### config.mk
export PLATFORM = sky130hd
export DESIGN_NAME = id_stage
export DESIGN_NICKNAME = d
export VERILOG_FILES = /design/src/rtl/id_stage_pkg.sv /design/src/rtl/id_stage_regfile_nx16.sv /design/src/rtl/id_stage.sv
export SDC_FILE = /design/constraint.sdc
export NUM_CORES = 1
export LEC_CHECK = 0
export CORE_MARGIN = 10
export CORE_UTILIZATION = 45
export CTS_BUF_LIST = sky130_fd_sc_hd__clkbuf_4 sky130_fd_sc_hd__clkbuf_8
export DETAILED_ROUTE_END_ITERATION = 8
export GPL_ROUTABILITY_DRIVEN = 0
export HOLD_SLACK_MARGIN = 0.06
export PLACE_DENSITY = 0.63
export SLEW_MARGIN = 30
export SYNTH_ARGS = -nofsm -noshare
export SYNTH_HDL_FRONTEND = slang
export SYNTH_HIERARCHICAL = 1
export SYNTH_SLANG_ARGS = --single-unit
export TNS_END_PERCENT = 10
### constraint.sdc
create_clock -name clk -period 2.5 [get_ports clk]
set_input_delay 0.625 -clock clk [delete_from_list [all_inputs] [get_ports clk]]
set_output_delay 0.625 -clock clk [all_outputs]
set_load 0.01 [all_outputs]
### src/rtl/id_stage_pkg.sv
// Shared decode definitions for the ID stage and the ALU stage that consumes
// its outputs: opcode values, instruction field positions and default widths.
package id_stage_pkg;

    localparam int DATA_W_DEF = 16;
    localparam int NREG_DEF   = 8;
    localparam int REG_AW     = 3;
    localparam int INSTR_W    = 16;
    localparam int OP_W       = 4;

    // Instruction field LSB positions: [15:12] op, [11:9] rd, [8:6] rs1,
    // [5:3] rs2, [5:0] imm6.
    localparam int OP_LSB  = 12;
    localparam int RD_LSB  = 9;
    localparam int RS1_LSB = 6;
    localparam int RS2_LSB = 3;
    localparam int IMM_LSB = 0;
    localparam int IMM_W   = 6;

    // Opcodes; 0000-0111 are register-register ALU operations.
    localparam logic [OP_W-1:0] OP_ADD  = 4'h0;
    localparam logic [OP_W-1:0] OP_SUB  = 4'h1;
    localparam logic [OP_W-1:0] OP_AND  = 4'h2;
    localparam logic [OP_W-1:0] OP_OR   = 4'h3;
    localparam logic [OP_W-1:0] OP_XOR  = 4'h4;
    localparam logic [OP_W-1:0] OP_SLL  = 4'h5;
    localparam logic [OP_W-1:0] OP_SRL  = 4'h6;
    localparam logic [OP_W-1:0] OP_SLT  = 4'h7;
    localparam logic [OP_W-1:0] OP_ADDI = 4'h8;
    localparam logic [OP_W-1:0] OP_MOV  = 4'h9;
    localparam logic [OP_W-1:0] OP_LW   = 4'hA;
    localparam logic [OP_W-1:0] OP_SW   = 4'hB;

    // ALU operation codes driven to the next stage for non R-type ops.
    localparam logic [OP_W-1:0] ALU_ADD = 4'h0;
    localparam logic [OP_W-1:0] ALU_MOV = 4'h9;

    // Control decoded from the opcode alone.
    typedef struct packed {
        logic            valid;      // legal opcode; illegal ones become bubbles
        logic [OP_W-1:0] alu_op;
        logic            use_rs1;    // operand a comes from rs1
        logic            use_rs2;    // operand b comes from rs2
        logic            use_rd;     // rd is read as store data (SW)
        logic            b_imm;      // operand b is the sign-extended imm6
        logic            reg_write;
        logic            mem_read;
        logic            mem_write;
    } dec_t;

    function automatic dec_t decode_op(input logic [OP_W-1:0] op);
        dec_t d;
        d = '0;
        case (op)
            OP_ADD, OP_SUB, OP_AND, OP_OR, OP_XOR, OP_SLL, OP_SRL, OP_SLT: begin
                d.valid     = 1'b1;
                d.alu_op    = op;
                d.use_rs1   = 1'b1;
                d.use_rs2   = 1'b1;
                d.reg_write = 1'b1;
            end
            OP_ADDI: begin
                d.valid     = 1'b1;
                d.alu_op    = ALU_ADD;
                d.use_rs1   = 1'b1;
                d.b_imm     = 1'b1;
                d.reg_write = 1'b1;
            end
            OP_LW: begin
                d.valid     = 1'b1;
                d.alu_op    = ALU_ADD;
                d.use_rs1   = 1'b1;
                d.b_imm     = 1'b1;
                d.reg_write = 1'b1;
                d.mem_read  = 1'b1;
            end
            OP_SW: begin
                d.valid     = 1'b1;
                d.alu_op    = ALU_ADD;
                d.use_rs1   = 1'b1;
                d.use_rd    = 1'b1;
                d.b_imm     = 1'b1;
                d.mem_write = 1'b1;
            end
            OP_MOV: begin
                d.valid     = 1'b1;
                d.alu_op    = ALU_MOV;
                d.use_rs1   = 1'b1;
                d.reg_write = 1'b1;
            end
            default: d = '0;
        endcase
        return d;
    endfunction

endpackage

### src/rtl/id_stage_regfile_nx16.sv
// Register file: NREG x DATA_W, two combinational read ports, one write port.
// r0 always reads 0 and ignores writes; a read of the register being written
// this cycle returns the write data (write-through).
module regfile_nx16
    import id_stage_pkg::*;
#(
    parameter int DATA_W = DATA_W_DEF,
    parameter int NREG   = NREG_DEF
) (
    input  logic              clk,
    input  logic              rst_n,
    input  logic              we,
    input  logic [REG_AW-1:0] waddr,
    input  logic [DATA_W-1:0] wdata,
    input  logic [REG_AW-1:0] raddr_a,
    input  logic [REG_AW-1:0] raddr_b,
    output logic [DATA_W-1:0] rdata_a,
    output logic [DATA_W-1:0] rdata_b
);

    logic [DATA_W-1:0] mem [NREG];

    // Storage: cleared asynchronously, r0 is never written.
    always_ff @(posedge clk or negedge rst_n) begin
        if (!rst_n) begin
            for (int i = 0; i < NREG; i++) begin
                mem[i] <= '0;
            end
        end else if (we && (waddr != '0)) begin
            mem[waddr] <= wdata;
        end
    end

    // Read port A with r0 hard zero and write-through.
    always_comb begin
        rdata_a = mem[raddr_a];
        if (raddr_a == '0) begin
            rdata_a = '0;
        end else if (we && (waddr == raddr_a)) begin
            rdata_a = wdata;
        end
    end

    // Read port B with r0 hard zero and write-through.
    always_comb begin
        rdata_b = mem[raddr_b];
        if (raddr_b == '0) begin
            rdata_b = '0;
        end else if (we && (waddr == raddr_b)) begin
            rdata_b = wdata;
        end
    end

endmodule

### src/rtl/id_stage.sv
// Instruction decode stage: decodes the fetched instruction, reads and
// forwards operands, detects load-use hazards and registers the result into
// a single ID/EX bank.
//
// Handshake: an instruction transfers when in_valid & in_ready are both high
// at a rising edge; in_ready = ~stall_i & ~load_use (and low during reset).
// A transferred instruction is dropped if flush_i is high in the same cycle.
// out_valid marks the ID/EX bank as holding a real instruction; there is no
// downstream ready, stall_i is the only back-pressure.
module id_stage
    import id_stage_pkg::*;
#(
    parameter int DATA_W = DATA_W_DEF,
    parameter int NREG   = NREG_DEF
) (
    input  logic               clk,
    input  logic               rst_n,
    input  logic               in_valid,
    input  logic [INSTR_W-1:0] in_instr,
    output logic               in_ready,
    input  logic               stall_i,
    input  logic               flush_i,
    input  logic               ex_reg_write,
    input  logic [REG_AW-1:0]  ex_rd,
    input  logic [DATA_W-1:0]  ex_result,
    input  logic               wb_we,
    input  logic [REG_AW-1:0]  wb_rd,
    input  logic [DATA_W-1:0]  wb_data,
    output logic               out_valid,
    output logic [OP_W-1:0]    out_alu_op,
    output logic [DATA_W-1:0]  out_a,
    output logic [DATA_W-1:0]  out_b,
    output logic [REG_AW-1:0]  out_rd,
    output logic               out_reg_write,
    output logic               out_mem_read,
    output logic               out_mem_write,
    output logic [DATA_W-1:0]  out_store_data
);

    logic [OP_W-1:0]   op;
    logic [REG_AW-1:0] rd;
    logic [REG_AW-1:0] rs1;
    logic [REG_AW-1:0] rs2;
    logic [IMM_W-1:0]  imm6;
    logic [DATA_W-1:0] imm_ext;
    dec_t              dec;

    logic [REG_AW-1:0] src_b;
    logic [DATA_W-1:0] rf_a;
    logic [DATA_W-1:0] rf_b;
    logic [DATA_W-1:0] fwd_a;
    logic [DATA_W-1:0] fwd_b;
    logic [DATA_W-1:0] nxt_b;
    logic [DATA_W-1:0] nxt_store;
    logic              load_use;
    logic              load_bubble;

    assign op      = in_instr[OP_LSB  +: OP_W];
    assign rd      = in_instr[RD_LSB  +: REG_AW];
    assign rs1     = in_instr[RS1_LSB +: REG_AW];
    assign rs2     = in_instr[RS2_LSB +: REG_AW];
    assign imm6    = in_instr[IMM_LSB +: IMM_W];
    assign imm_ext = {{(DATA_W-IMM_W){imm6[IMM_W-1]}}, imm6};
    assign dec     = decode_op(op);

    // Port B serves rs2 for R-type and rd (store data) for SW; no opcode
    // needs both, so two read ports are enough.
    assign src_b = dec.use_rd ? rd : rs2;

    regfile_nx16 #(
        .DATA_W (DATA_W),
        .NREG   (NREG)
    ) u_regfile (
        .clk     (clk),
        .rst_n   (rst_n),
        .we      (wb_we),
        .waddr   (wb_rd),
        .wdata   (wb_data),
        .raddr_a (rs1),
        .raddr_b (src_b),
        .rdata_a (rf_a),
        .rdata_b (rf_b)
    );

    // Operand forwarding: the younger EX/MEM result wins over write-back,
    // write-back over the register file; r0 is never forwarded.
    always_comb begin
        fwd_a = rf_a;
        if (ex_reg_write && (ex_rd == rs1) && (rs1 != '0)) begin
            fwd_a = ex_result;
        end else if (wb_we && (wb_rd == rs1) && (rs1 != '0)) begin
            fwd_a = wb_data;
        end

        fwd_b = rf_b;
        if (ex_reg_write && (ex_rd == src_b) && (src_b != '0)) begin
            fwd_b = ex_result;
        end else if (wb_we && (wb_rd == src_b) && (src_b != '0)) begin
            fwd_b = wb_data;
        end

        nxt_b     = dec.b_imm ? imm_ext : (dec.use_rs2 ? fwd_b : '0);
        nxt_store = dec.use_rd ? fwd_b : '0;
    end

    // Load-use: the load now in ID/EX has no data to forward yet, so a
    // dependent instruction must wait one cycle.
    always_comb begin
        load_use = 1'b0;
        if (in_valid && dec.valid && out_valid && out_mem_read && (out_rd != '0)) begin
            if (dec.use_rs1 && (out_rd == rs1)) begin
                load_use = 1'b1;
            end
            if ((dec.use_rs2 || dec.use_rd) && (out_rd == src_b)) begin
                load_use = 1'b1;
            end
        end
    end

    assign in_ready = rst_n & ~stall_i & ~load_use;

    // Flush beats stall; otherwise an unstalled cycle with no usable
    // instruction (hazard, nothing offered, illegal opcode) inserts a bubble.
    assign load_bubble = flush_i ||
                         (!stall_i && (load_use || !in_valid || !dec.valid));

    // ID/EX register bank; a bubble clears every field.
    always_ff @(posedge clk or negedge rst_n) begin
        if (!rst_n) begin
            out_valid      <= 1'b0;
            out_alu_op     <= '0;
            out_a          <= '0;
            out_b          <= '0;
            out_rd         <= '0;
            out_reg_write  <= 1'b0;
            out_mem_read   <= 1'b0;
            out_mem_write  <= 1'b0;
            out_store_data <= '0;
        end else if (load_bubble) begin
            out_valid      <= 1'b0;
            out_alu_op     <= '0;
            out_a          <= '0;
            out_b          <= '0;
            out_rd         <= '0;
            out_reg_write  <= 1'b0;
            out_mem_read   <= 1'b0;
            out_mem_write  <= 1'b0;
            out_store_data <= '0;
        end else if (!stall_i) begin
            out_valid      <= 1'b1;
            out_alu_op     <= dec.alu_op;
            out_a          <= fwd_a;
            out_b          <= nxt_b;
            out_rd         <= rd;
            out_reg_write  <= dec.reg_write;
            out_mem_read   <= dec.mem_read;
            out_mem_write  <= dec.mem_write;
            out_store_data <= nxt_store;
        end
    end

endmodule

Word-level counts from Yosys, hierarchy flattened
Index checks and enable logic that the tools add are counted.
{"block": "op_classes", "magnitude_cmp": 4, "eq_ne": 18, "n_mux": 48, "n_bitwise": 7, "reduce_logical": 34}
{"cell": "2-to-1 mux 16 bit", "count": 22}
{"cell": "bitwise mux 128 bit", "count": 1}
{"cell": "binary-select mux 16 bit (select 3 bit)", "count": 2}
{"cell": "demux 16 bit (select 3 bit)", "count": 1}
{"cell": "equality test 3 bit", "count": 6}
{"cell": "case mux 6 bit (3 select lines)", "count": 1}
{"cell": "logical AND 1 bit", "count": 17}
{"cell": "equality test 4 x 3 -> 1 bit (second input constant)", "count": 4}
{"cell": "equality test 4 bit (second input constant)", "count": 4}
{"cell": "2-to-1 mux 1 bit", "count": 16}
{"cell": ">= comparator 4 bit (second input constant)", "count": 3}
{"cell": "inverter 3 -> 4 bit", "count": 3}
{"cell": "nonzero test 3 bit", "count": 4}
{"cell": "OR reduction 11 bit", "count": 1}
{"cell": "2-to-1 mux 3 bit", "count": 3}
{"cell": "equality test 4 x 2 -> 1 bit (second input constant)", "count": 2}
{"cell": "2-to-1 mux 4 bit", "count": 2}
{"cell": "OR reduction 8 bit", "count": 1}
{"cell": "zero test 3 bit", "count": 2}
{"cell": "equality test 4 x 1 -> 1 bit (second input constant)", "count": 1}
{"cell": "zero test 4 bit", "count": 1}
{"cell": "logical OR 1 bit", "count": 4}
{"cell": "less-than comparator 4 x 1 -> 1 bit (second input constant)", "count": 1}
{"cell": "zero test 1 bit", "count": 3}
{"cell": "other kinds (4)", "count": 6}
{"block": "word_totals", "reg_bits": 187, "in_bits": 61, "elab_cells": 128}

Longest topological paths before layout
Gate-level depths: netlist (run 1).
{"block": "logic_depth", "word_depth": 15, "depth_mapped": 13, "depth_no_buf": 9}

By module
The synthesis (run 1) kept the hierarchy.
{"module": "regfile_nx16", "instances": 1, "cells_per_inst": 547, "area_per_inst_um2": 7084.3, "seq_area_each_um2": 3203.1}
{"module": "id_stage", "instances": 1, "cells_per_inst": 366, "area_per_inst_um2": 3582.2, "seq_area_each_um2": 1476.4}

Worst setup path after synthesis (run 1)
Ideal clock, no wire load.
{"block": "synth_path", "kind": "input-to-reg", "start": "input port in_instr[14]", "end": "register out_b[11]", "arrival_time_ps": 2829, "required_ps": 2367, "slack_ps": -462, "path_stages": 12, "n_path_buf": 5, "cell_sequence": "and4b_1 -> buf_6 -> mux2i_4 -> inv_1 -> buf_2 -> buf_2 -> buf_2 -> nor2_1 -> buf_2 -> nor3_1 -> a221oi_1 -> o31ai_1"}
{"block": "synth_between", "elab_chain_cells": 15, "word_cells_on_any_way": 56, "classes_between": "15 x eq/ne; 19 x mux; 1 x bitwise; 21 x reduce/logical"}
{"element": "start, declared", "line_no": "id_stage.sv:19", "text": "input logic [INSTR_W-1:0] in_instr,"}
{"element": "equality test 4 bit *", "line_no": "id_stage_pkg.sv:54", "text": "case (op)"}
{"element": "2-to-1 mux 1 bit *", "line_no": "id_stage_pkg.sv:54"}
{"element": "2-to-1 mux 3 bit *", "line_no": "id_stage.sv:68", "text": "assign src_b = dec.use_rd ? rd : rs2;"}
{"element": "net src_b[2]", "line_no": "id_stage.sv:48", "text": "logic [REG_AW-1:0] src_b;"}
{"element": "inverter 3 -> 4 bit (implied by the code)", "line_no": "id_stage_regfile_nx16.sv:46", "text": "rdata_b = mem[raddr_b];"}
{"element": "binary-select mux 16 bit (select 3 bit)", "line_no": "id_stage_regfile_nx16.sv:46"}
{"element": "2-to-1 mux 16 bit (implied by the code) (2 in a row)", "line_no": "id_stage_regfile_nx16.sv:46"}
{"element": "2-to-1 mux 16 bit", "line_no": "id_stage_regfile_nx16.sv:49", "text": "end else if (we && (waddr == raddr_b)) begin"}
{"element": "2-to-1 mux 16 bit *", "line_no": "id_stage_regfile_nx16.sv:47", "text": "if (raddr_b == '0) begin"}
{"element": "net rf_b[11]", "line_no": "id_stage.sv:50", "text": "logic [DATA_W-1:0] rf_b;"}
{"element": "2-to-1 mux 16 bit *", "line_no": "id_stage.sv:98", "text": "end else if (wb_we && (wb_rd == src_b) && (src_b != '0)) begin"}
{"element": "2-to-1 mux 16 bit *", "line_no": "id_stage.sv:96", "text": "if (ex_reg_write && (ex_rd == src_b) && (src_b != '0)) begin"}
{"element": "2-to-1 mux 16 bit * (2 in a row)", "line_no": "id_stage.sv:102", "text": "nxt_b = dec.b_imm ? imm_ext : (dec.use_rs2 ? fwd_b : '0);"}
{"element": "2-to-1 mux 16 bit *", "line_no": "id_stage.sv:149", "text": "end else if (!stall_i) begin"}
{"element": "2-to-1 mux 16 bit *", "line_no": "id_stage.sv:139", "text": "end else if (load_bubble) begin"}
{"element": "end signal, assigned", "line_no": "id_stage.sv:153", "text": "out_b <= nxt_b;"}
{"element": "end, declared", "line_no": "id_stage.sv:32", "text": "output logic [DATA_W-1:0] out_b,"}
The timed path passes the listed nets; every way through them passes the cells marked *. The select of a mux whose other input is x is not followed.
A chain may end at the register's enable or synchronous reset.

Worst setup path after layout (run 1)
{"block": "layout_path", "start": "input port in_instr[14]", "end": "register out_b[6]"}
The elaborated chain is that of the path after synthesis.

==> metrics.yaml, run 1 <==
synthesis:
  synthFlopType: "dfrtp_1"
  async_flop_share_pct: 100
  synth-seq-cells: 187
  synthCells: 913
  avgSynthCellArea_um2: 11.7
  synth-edff-count: 0
  ys_types: 57
  ys_top_cells_by_area: "dfrtp_1 44%, mux2_2 12%, mux2i_1 7.5%"
  synth.top_cell.area_share_pct: 43.9
  synth_most_common_cell: "dfrtp_1"
  synth_nets: 974
  synth_area_um2: 10700
  yosys.area.top_type: "dfrtp_1"
  netlist_top_cells_count: "187 x dfrtp_1, 113 x mux2_2, 80 x mux2i_1, 70 x nor2_1, 47 x clkbuf_1"
  ys_warn_count: 6
  ys_seq_area_share_pct: 43.9
drt:
  wl_per_cell_um: 22.9
  viasPerCell: 5.96
  dr_total_vias: 8629
  first_pass_iters: 5
  ant_nets: 0
  drc_errors: 0
  wirelength_mm: 33.2
  drtIter0Drc: 857
worst_setup_path:
  endpoint: "out_b[6]"
  crit_arrival_ns: 3.00
  critPathKind: "input port to register"
  crit_path_start: "in_instr[14]"
  endpoint_kind: "register"
  startpoint_type: "input port"
  r2r-end: "out_b[7]"
  path_max_fanout: 7
  worstPathRequired_ns: 2.87
  r2r-start: "out_rd[2]"
  rr_worst_depth: 10
  r2r_slack_ns: 0.08
pwr:
  p_sw_share_pct: 31.4
  p_int_mw: 5.78
  p_clk_share_pct: 25.7
  p_switching_mw: 2.65
  vdd_drop_max_mv: 0.369
  power_frac_seq_pct: 44.8
  combPwrFrac_pct: 29.6
  powerDensity_nw_per_um2: 590
  p_leak_nw: 6.10
timing:
  finClkSkew_ns: 0.0146
  slew_viol_final: 0
  worst_slack_ns: -0.130
  period_share_pct: 105
  hold_viol_final: 0
  worstMarginPinSlew_ns: 0.553
  min_period_ns: 2.63
  setup_viol: 23
  holdWs_ns: 0.123
  grt_setup_unrepaired: "true"
  slew-limit-headroom_pct: 63.1
  fmax_mhz: 380
clock_tree:
  htree_levels: 4
  clk_pin_slew_ns: 0.11
  cts_made_buffers: 17
  cts.sink_count: 187
  clkLatencyLatePin_ns: 0.49
  hold_buffers: 0
  cts_tree: "done"
  cts_max_path_buffers: 2
  clock-root-buffer: "clkbuf_8"
global_route:
  grt-ovfl-total: 0
  grt_pass1_vias: 8635
  grt_max_degree: 103
  grt_use_total_pct: 21.8
  antenna_found_initial: 0
  grt_pass1_wl_mm: 52.6
place:
  hpwl_mm: 23.9
  place_ws_ns: -1.12
  port_buffers: 120
die:
  dieWidth_um: 174
  pin_count: 121
  start_util_pct: 45.6
  fp.dieH_um: 174
  num_rows: 56
  core_area_um2: 23400
  dieArea_um2: 30300
cells_and_area:
  area_growth_pct: 33.9
  final_core_util_pct: 61.1
  diodes: 0
  final.fill_count: 1877
  layout.nets: 1178
  layout-drive-gt1-share_pct: 37.8
min_path:
  hold_path.class: "input port to async pin"
run_status:
  violations: "setup timing"
  status: "complete, but fails checks"
run:
  cap_violations: 0
flip-flops by register name, indices dropped and copies added (netlist names):
name,cells
out_a,16
out_alu_op,4
out_b,16
out_mem_read,1
out_mem_write,1
out_rd,3
out_reg_write,1
out_store_data,16
out_valid,1
u_regfile/mem,128
layer usage:
layer,up-vias,GRT usage [%],wire (um)
li1,3893,-,-
met1,4376,31.7,15800
met2,324,33.4,15100
met3,36,3.58,1830
met4,0,4.77,426
met5,-,0,0
power by group through the flow:
stage	clock network, mW	logic [mW]	registers, mW
after floorplan	0	1.45	3.72
after global placement	0	2.29	3.80
after detailed placement	0	2.33	3.82
after CTS	2.22	2.45	3.76
after global routing	2.34	2.67	3.83
final	2.16	2.49	3.77
worst min-delay path by stage:
stage / start / endpoint / slack, ns
after floorplan: rst_n / out_a[0] / 0.33
after global placement: u_regfile/mem[118] / u_regfile/mem[118] / 0.38
after detailed placement: u_regfile/mem[114] / u_regfile/mem[114] / 0.39
after CTS: rst_n / out_rd[0] / 0.15
after global routing: rst_n / out_rd[1] / 0.16
final: rst_n / out_rd[1] / 0.12
cell usage in the layout (no fill, tap or decap), types with 29 or more instances in the layout:
cell	count
nor2_1	68
mux2_2	113
buf_12	34
dfrtp_1	187
mux4_2	35
mux2i_1	79
o31ai_1	32
nand2_1	29
clkdlybuf4s50_1	103
buf_4	110
worst max-delay path, stage by stage:
cell	delay, ns
buf_6	0.10
and4b_2	0.32
buf_12	0.13
mux2i_4	0.26
inv_4	0.11
buf_12	0.16
buf_6	0.11
mux4_2	0.34
a211oi_4	0.30
nor3_2	0.08
a221oi_2	0.32
o31ai_1	0.13
cell families (layout without fill, tap and decap cells):
kind of cell           count (synthesis)  after routing  share of synthesized area [%]
AO/OA/AOI/OAI                        184            184                           13.8
XOR/XNOR                              22             22                           1.88
buffers and inverters                103            320                           4.66
flip-flops                           187            187                           43.9
multiplexers                         229            229                           27.0
AND/OR/NAND/NOR                      188            188                           8.74
per-stage QoR:
stage | setup TNS, ns | area [um^2] | total power, mW | std cells
2_1_floorplan | -8.19 | 10800 | 5.17 | 913
3_3_place_gp | -46.70 | 13300 | 6.09 | 1402
3_5_place_dp | -47.58 | 13400 | 6.15 | 1403
4_1_cts | -0.704 | 14200 | 8.43 | 1444
5_1_grt | -3.84 | 14300 | 8.84 | 1449
6_report | -1.06 | 14300 | 8.43 | 1449
what timing repair did:
item	4_1_cts	5_1_grt
gates cloned	4	0
pin swaps	30	13
gates resized for setup	90	14
setup buffers	5	5
setup endpoints to repair	49	44
area by class of cell:
| class | instances | area [um^2] | area share [%] |
|---|---|---|---|
| multi-input cells | 623 | 5810 | 40.7 |
| flip-flops and latches | 187 | 4680 | 32.8 |
| repair buffers | 281 | 2960 | 20.7 |
| well taps | 319 | 399 | 2.79 |
| clock buffers | 18 | 241 | 1.69 |
| clock inverters | 14 | 174 | 1.22 |
| inverters | 7 | 28.8 | 0.201 |
Power figures use the tool's default switching activity.
==> run 2, diff against run 1 <==
Settings changed: SKIP_CTS_REPAIR_TIMING set to 1.
==> run 2 against run 1 <==
The run still ends with setup timing left. Sequential share of layout area is 0.25 points higher. Global-route usage down 0.52 points. Highest routed layer unchanged. Non-clock buffer count down 5. Critical path type unchanged. Via count is 0.83% lower. Critical path depth down 1. Utilization decreased by 0.45 points. Maximum frequency down 2.0%. Clock skew grew 0.00080 ns. Combinational power about the same. Sequential power is essentially flat. Power shrank 0.38%.
==> metrics.yaml, run 2 (same netlist as run 1, synthesis figures left out) <==
cells_and_area:
  layout-drive-gt1-share_pct: 37.7  # -0.099 points
  final_core_util_pct: 60.6  # -0.45 points
  regArea_um2: 4680  # about the same
  area_growth_pct: 33.0
  layout_commonest_cell: "dfrtp_1"
  layout_common_cells: "186 x dfrtp_1, 115 x buf_4, 113 x mux2_2, 105 x clkdlybuf4s50_1, 77 x mux2i_1"
  largest_register_ffs: 128  # unchanged
  layout.nets: 1173  # -0.42%
  multi_input_area_um2: 5820  # +0.19%
  final.fill_count: 1890  # +0.69%
  diodes: 0  # unchanged
  largest_register: "u_regfile/mem"
  final_area_um2: 14200  # -0.74%
global_route:
  grt_pass1_vias: 8526  # -1.3%
  gr-usage-met2_pct: 31.9  # -1.5 points
  use_met1_pct: 30.9  # -0.87 points
  grt_pass1_wl_mm: 51.3  # -2.3%
  antenna_found_initial: 0  # unchanged
  grt-ovfl-total: 0  # unchanged
  grt.busiest_layer: "met2"
  grt_max_degree: 103  # unchanged
  use_met3_pct: 3.84  # +0.26 points
  grt_use_total_pct: 21.3  # -0.52 points
timing:
  grt_setup_unrepaired: "true"
  min_period_ns: 2.68  # +0.0539 ns
  worstMarginPinSlew_ns: 0.536  # -0.0166 ns
  hold_viol_final: 0  # unchanged
  finClkSkew_ns: 0.0154  # +0.000800 ns
  worst_slack_ns: -0.184  # -0.0539 ns
  period_share_pct: 107  # +2.2 points
  setup_viol: 27  # +17%
  slew-limit-headroom_pct: 64.2  # +1.1 points
  fmax_mhz: 373  # -2.0%
  holdWs_ns: 0.118  # -0.00506 ns
  slew_viol_final: 0  # unchanged
drt:
  first_pass_iters: 4  # -1
  drtIter0Drc: 714  # -17%
  dr_total_vias: 8557  # -0.83%
  wl_per_cell_um: 22.9  # about the same
  ant_nets: 0  # unchanged
  wirelength_mm: 33.1  # -0.32%
  drc_errors: 0  # unchanged
  viasPerCell: 5.93  # -0.49%
run:
  cap_violations: 0  # unchanged
clock_tree:
  cts_tree: "done"
  clkLatencyLatePin_ns: 0.48  # about the same
  clock-root-buffer: "clkbuf_8"
  htree_levels: 4  # unchanged
  cts_max_path_buffers: 2  # unchanged
  cts_made_buffers: 17  # unchanged
  cts.sink_count: 187  # unchanged
  clk_pin_slew_ns: 0.10  # about the same
worst_setup_path:
  crit_arrival_ns: 3.04  # +0.04 ns
  critical-path-max-stage-delay_ns: 0.38  # +0.04 ns
  worst_path_max_delay_cell: "and4b_2"
  critPathKind: "input port to register"
  worstPathRequired_ns: 2.86  # about the same
  startpoint_type: "input port"
  endpoint_kind: "register"
  crit_chain: "buf_8 > and4b_2 > mux2i_4 > clkinv_4 > buf_12 > buf_6 > mux4_2 > a211oi_4 > nor3_2 > a221oi_2 > o31ai_1"
  path_max_fanout: 8  # +1
pwr:
  vdd_drop_max_mv: 0.347  # -5.9%
  powerDensity_nw_per_um2: 592  # +0.36%
  p_leak_nw: 6.07  # -0.47%
place:
  hpwl_mm: 23.9  # unchanged
  placedInstanceArea_um2: 13400  # unchanged
  port_buffers: 120  # unchanged
  place_ws_ns: -1.12  # unchanged
min_path:
  hold_path.class: "input port to async pin"
die:
  fp.dieH_um: 174  # unchanged
  start_util_pct: 45.6  # unchanged
  core_area_um2: 23400  # unchanged
  dieArea_um2: 30300  # unchanged
  dieWidth_um: 174  # unchanged
  num_rows: 56  # unchanged
  pin_count: 121  # unchanged
run_status:
  status: "complete, but fails checks"
  violations: "setup timing"
[run 2: per-layer routing]
metal	part of all wire (%)	wire length, um
met1	48	15800
met2	45	14800
met4	2.0	650
met3	5.6	1870
met5	0	0
[run 2: cell type report]
class | instances | area share, %
Clock buffer | 18 | 1.70
Clock inverter | 14 | 1.23
Inverter | 7 | 0.221
Multi-Input combinational cell | 623 | 41.0
Sequential cell | 187 | 33.0
Tap cell | 319 | 2.81
Timing Repair Buffer | 276 | 20.0
[run 2: per-stage QoR]
step	cells	TNS, ns	total power [mW]
finish	1444	-1.63	8.40
global route	1444	-3.78	8.82
CTS	1435	-18.34	8.32
detailed placement	1403	-47.58	6.15
global placement	1402	-46.70	6.09
floorplan	913	-8.19	5.17
[run 2: worst max-delay path, delay by kind of cell]
family / cells / cell delay [ns]
AOI/OAI and AO/OA: 3 / 0.76
muxes: 2 / 0.65
and+or+nand+nor: 2 / 0.46
buffers and inverters: 4 / 0.52
[run 2: final timing paths]
check                                    from                  to  cells after the start  slack, ns
hold / removal                          rst_n           out_rd[1]                      2       0.12
setup reg to reg                    out_rd[2]            out_b[7]                      9       0.22
setup / recovery                 in_instr[14]            out_b[6]                     11      -0.18
hold reg to reg            u_regfile/mem[114]  u_regfile/mem[114]                      0       0.41
min in group clk           u_regfile/mem[114]  u_regfile/mem[114]                      0       0.41
max in group asynchronous               rst_n    u_regfile/mem[4]                      3       1.53
[run 2: where the power goes]
part           leakage (nW)  total [mW]  switching, mW  internal (mW)
logic                  3.49        2.48           1.10           1.38
registers              2.38        3.77          0.323           3.45
clock network         0.202        2.15           1.21          0.940
total                  6.07        8.40           2.63           5.77
